$ cat src/rtl/seg7_pkg.sv
// Shared constants for the eight-digit seven-segment scan driver.
// Segment patterns are active-low, ordered {g,f,e,d,c,b,a}.
package seg7_pkg;

  localparam int NUM_DIGITS = 8;

  localparam logic [6:0] SEG_BLANK = 7'h7F;

  // Entry n is the pattern for hex digit n; entry 15 sits in the top slice.
  localparam logic [15:0][6:0] SEG_TABLE = {
    7'h0E, 7'h06, 7'h21, 7'h46, 7'h03, 7'h08, 7'h10, 7'h00,
    7'h78, 7'h02, 7'h12, 7'h19, 7'h30, 7'h24, 7'h79, 7'h40
  };

endpackage

$ cat src/rtl/seg7_hex_decode.sv
// Combinational hex-nibble to active-low seven-segment decoder.
module seg7_hex_decode
  import seg7_pkg::*;
(
  input  logic [3:0] nibble,
  output logic [6:0] seg
);

  assign seg = SEG_TABLE[nibble];

endmodule

$ cat src/rtl/seg7_scan_driver.sv
// Time-multiplexed eight-digit hex display driver with frame-aligned updates.
// New data waits in a shadow register and is promoted only at the 7->0 digit wrap.
module seg7_scan_driver
  import seg7_pkg::*;
#(
  parameter int unsigned SCAN_DIV = 100_000
) (
  input  logic        clk,
  input  logic        rst,
  input  logic [31:0] data_in,
  input  logic        load,
  input  logic [7:0]  dp_in,
  input  logic        blank_lead,
  output logic [7:0]  an,
  output logic [6:0]  seg,
  output logic        dp,
  output logic        pending,
  output logic        frame_done
);

  localparam logic [31:0] LAST_COUNT = 32'(SCAN_DIV - 1);

  logic [31:0] presc;
  logic [2:0]  idx;
  logic        tick;
  logic        boundary;

  logic [31:0] shadow_data;
  logic [7:0]  shadow_dp;
  logic [31:0] disp_data;
  logic [7:0]  disp_dp;

  logic [3:0]  cur_nibble;
  logic [6:0]  cur_seg;
  logic [31:0] upper_nibbles;
  logic        blank;

  assign tick     = (presc == LAST_COUNT);
  assign boundary = tick && (idx == 3'(NUM_DIGITS - 1));

  always_ff @(posedge clk) begin
    if (rst) begin
      presc <= '0;
      idx   <= '0;
    end else begin
      presc <= tick ? '0 : presc + 32'd1;
      if (tick) idx <= idx + 3'd1;
    end
  end

  // A load landing on the wrap edge bypasses the shadow so it is not delayed a frame.
  always_ff @(posedge clk) begin
    if (rst) begin
      shadow_data <= '0;
      shadow_dp   <= '0;
      disp_data   <= '0;
      disp_dp     <= '0;
      pending     <= 1'b0;
      frame_done  <= 1'b0;
    end else begin
      frame_done <= boundary;
      if (boundary) begin
        if (load) begin
          disp_data <= data_in;
          disp_dp   <= dp_in;
        end else if (pending) begin
          disp_data <= shadow_data;
          disp_dp   <= shadow_dp;
        end
        pending <= 1'b0;
      end else if (load) begin
        shadow_data <= data_in;
        shadow_dp   <= dp_in;
        pending     <= 1'b1;
      end
    end
  end

  assign cur_nibble    = disp_data[{idx, 2'b00} +: 4];
  assign upper_nibbles = disp_data >> {idx, 2'b00};
  assign blank         = blank_lead && (idx != 3'd0) && (upper_nibbles == 32'd0);

  seg7_hex_decode u_decode (
    .nibble (cur_nibble),
    .seg    (cur_seg)
  );

  always_ff @(posedge clk) begin
    if (rst) begin
      an  <= 8'hFF;
      seg <= SEG_BLANK;
      dp  <= 1'b1;
    end else if (blank) begin
      an  <= 8'hFF;
      seg <= SEG_BLANK;
      dp  <= 1'b1;
    end else begin
      an  <= ~(8'd1 << idx);
      seg <= cur_seg;
      dp  <= ~disp_dp[idx];
    end
  end

endmodule

$ cat config.mk
export PLATFORM = sky130hd
export DESIGN_NAME = seg7_scan_driver
export DESIGN_NICKNAME = d
export VERILOG_FILES = /design/src/rtl/seg7_pkg.sv /design/src/rtl/seg7_hex_decode.sv /design/src/rtl/seg7_scan_driver.sv
export SDC_FILE = /design/constraint.sdc
export NUM_CORES = 1
export LEC_CHECK = 0
export CELL_PAD_IN_SITES_DETAIL_PLACEMENT = 1
export CELL_PAD_IN_SITES_GLOBAL_PLACEMENT = 1
export CORE_MARGIN = 3
export CORE_UTILIZATION = 43
export CTS_CLUSTER_DIAMETER = 200
export CTS_CLUSTER_SIZE = 14
export DETAILED_ROUTE_END_ITERATION = 7
export GPL_ROUTABILITY_DRIVEN = 0
export HOLD_SLACK_MARGIN = 0.05
export PLACE_DENSITY = 0.77
export REMOVE_ABC_BUFFERS = 1
export SLEW_MARGIN = 20
export SYNTH_ARGS = -nofsm -noshare
export SYNTH_HDL_FRONTEND = slang
export SYNTH_HIERARCHICAL = 1
export SYNTH_SLANG_ARGS = --single-unit
$ cat constraint.sdc
create_clock -name clk -period 3.7 [get_ports clk]
set_input_delay 0.74 -clock clk [delete_from_list [all_inputs] [get_ports clk]]
set_output_delay 0.74 -clock clk [all_outputs]
set_load 0.01 [all_outputs]
==> results.json <==
{
  "timing.rr.end": "seg[3]",
  "reg2reg_from": "idx[1]",
  "cp.required_ps": 4000,
  "ys_warn_count": 6,
  "cts_tree": "yes",
  "hold_end": "shadow_data[17]",
  "synth_area_mm2": 0.00628,
  "grt_pass1_vias": 5750,
  "numCtsBuffers": 17,
  "synth_top_cell_by_area": "dfxtp_1",
  "hold_path_class": "reg -> reg",
  "numPortBuffers": 61,
  "grt_max_degree": 98,
  "final_core_util": 0.544,
  "drc": 0,
  "avgSynthCellArea_um2": 8.49,
  "firstDrtPassIters": 5,
  "synthTopCellsByArea": "dfxtp_1 (42%), mux2i_1 (7.3%), nand2_1 (7.0%)",
  "dieArea_mm2": 0.0161,
  "ys_types": 54,
  "rows": 43,
  "grt_pass1_wl_um": 28600,
  "design_area_mm2": 0.00767,
  "htree_levels": 4,
  "path_class": "reg -> reg",
  "syn_to_final_growth_pct": 22.2,
  "routedWlPerCell_um": 17.8,
  "synth_top_cell_area_share": 0.424,
  "clockPowerShare": 0.538,
  "crit_path_max_fanout": 15,
  "sw_frac_of_total": 0.213,
  "hpwl_um": 11800,
  "worst_pin_slew_ps": 882,
  "nFillCells": 1644,
  "power_frac_seq": 0.408,
  "fp.coreArea_mm2": 0.0141,
  "finalCriticalPeriod_ps": 2950,
  "synth_cells": 739,
  "fin_worst_skew_ps": 6.08,
  "start_kind": "register",
  "worstSkewPairLatency_ps": 430,
  "cts_hold_buffers": 0,
  "crit_chain": "mux4_2 -> nor2_1 -> nor2_1 -> inv_1 -> ha_1 -> inv_1 -> mux4_1 -> nor2_1 -> nand2_1",
  "crit_path_end_kind": "register",
  "ctsResizeCount": 0,
  "p_per_area_mw_per_mm2": 472,
  "placed_area_mm2": 0.00699,
  "cp_top_family": "multiplexers",
  "drt-vias-per-instance": 5.71,
  "initial_core_util": 0.445,
  "synth-seq-cells": 133,
  "combPwrFrac": 0.053,
  "worstHoldPathCells": 2,
  "clock_sinks": 133,
  "cpMostUsedCell": "nor2_1",
  "num_vias": 5554,
  "clk_pin_slew_ps": 60,
  "root_buffer": "clkbuf_16",
  "io_pins": 62,
  "num_antenna_cells": 0,
  "run_status": "finished clean",
  "postRouteAntennaNets": 0,
  "ys_seq_area_frac": 0.424,
  "worst-r2r-setup-slack_ps": 750,
  "grt_antenna_before_repair": 0,
  "drt-initial-drc-count": 308,
  "slew_violations": 0,
  "hp-start": "shadow_data[17]",
  "intPower_mw": 2.85,
  "hold_viol": 0,
  "slew_headroom": 0.407,
  "rsz0062_at_grt": "no",
  "die_y_um": 127,
  "finalSetupTns_ps": 0,
  "postSynth.asyncResetShare": 0,
  "totalPowerFinal_mw": 3.62,
  "grt-ovfl-total": 0,
  "cp_slowest_stage_delay_ps": 700,
  "track_usage": 0.220,
  "post_cts_buffers": 0,
  "worst-path-buf-inv": 2,
  "totalWireLength_um": 17300,
  "setup_viol_count_final": 0,
  "reg2reg_depth": 9,
  "synth_edf_count": 0,
  "arrival_ps": 3240,
  "die_w_um": 127,
  "synthFlopType": "dfxtp_1",
  "peakVddDrop_uv": 379,
  "layout.nets": 837,
  "hold_ws_ps": 454,
  "p_leak_nw": 2.83,
  "p_switching_mw": 0.771,
  "maxCapViolations": 0,
  "clock_path_buffers": 2,
  "layout-drive-gt1-share": 0.0808,
  "max_freq_mhz": 339,
  "critPathSlowestCell": "dfxtp_1",
  "period_share": 0.796
}
## cells in the final DEF (no fill, tap or decap), drive strengths merged, types with 6 or more instances in the layout
cell type	instances
or3	7
mux4	12
nor2	115
clkbuf	19
a211oi	43
nand3	16
bufinv	6
inv	10
nor3	17
a21oi	56
clkinv	6
o21ai	12
mux2i	46
nor4	15
ha	14
nand2	117
dfxtp	133
clkdlybuf4s50	59
nand4	13
buf	12
xnor2	12
xor2	14
## cell type report
cell class | count | area (µm²) | area share
inverter | 11 | 41.3 | 0.00538
clock buffer | 19 | 453 | 0.0590
tap | 180 | 225 | 0.0294
sequential | 133 | 2660 | 0.347
multi-input combinational | 545 | 3360 | 0.438
timing repair buffer | 71 | 701 | 0.0913
clock inverter | 13 | 228 | 0.0297
## cell families (layout without fill, tap and decap cells)
group,after synthesis,in the layout,share of synthesized area
AOI/OAI and AO/OA,130,130,0.132
xor gates and xnor gates,26,26,0.0363
adders and majority gates,14,14,0.0279
buffers and inverters,61,114,0.0411
DFF,133,133,0.424
muxes,60,60,0.121
and+or+nand+nor,315,315,0.218
## synthesized netlist by cell type (2+ instances only)
cell type and count:
dfxtp_1 133, nor2_1 114, ha_1 14, a211oi_1 43
nand2_1 117, a21oi_1 56, a2111oi_0 3, mux2_2 2
buf_2 17, clkbuf_1 26, mux2i_1 46, mux4_2 11
buf_1 6, or3_1 7, a31oi_1 2, xnor2_1 12
xor2_1 14, o21ai_0 11, a22o_1 2, nor4_1 14
nand4_1 13, or4_1 2, nor3_1 17, nand3b_1 2
inv_1 9, nand3_1 16, and3_1 3
## tightest hold or removal path, cell delays in order (launching register included)
cell and delay, ps:
dfxtp_1 310, nand2_1 50, a21oi_1 50
## power by group through the flow
stage	Sequential [mW]	Combinational [mW]	Clock, mW
3_3_place_gp	1.51	0.185	0
2_1_floorplan	1.51	0.0743	0
6_report	1.48	0.192	1.95
3_5_place_dp	1.51	0.193	0
4_1_cts	1.48	0.196	1.98
5_1_grt	1.48	0.213	2.04
## flip-flops by register name (all words and copies together), names as in the netlist, 3 cells and up
signal and flops:
disp_data 32, presc 32, shadow_data 32, an 8, disp_dp 8, shadow_dp 8
seg 7, idx 3
## per-stage QoR
stage / setup slack [ps] / instances
floorplan: 217 / 689
global placement: 1060 / 940
detailed placement: 831 / 940
CTS: 743 / 972
global route: 515 / 972
finish: 754 / 972
## layer usage
metal	share of wire	track usage	routed length, µm	vias to the layer above
met2	0.50	0.387	8660	110
met3	0.037	0.0429	644	22
li1	-	-	-	2674
met4	0.017	0.0789	302	0
met1	0.44	0.267	7680	2748
met5	0	0	0	-
## worst max-delay path by stage
stage	startpoint	endpoint	slack, ps	depth (start not counted)
2_1_floorplan	idx[1]	disp_data[0]	220	6
5_1_grt	idx[1]	seg[3]	520	9
4_1_cts	idx[1]	seg[3]	740	9
3_3_place_gp	idx[1]	seg[3]	1060	9
6_report	idx[1]	seg[3]	750	9
3_5_place_dp	idx[1]	seg[3]	830	9
(Power assumes the default switching activity.)
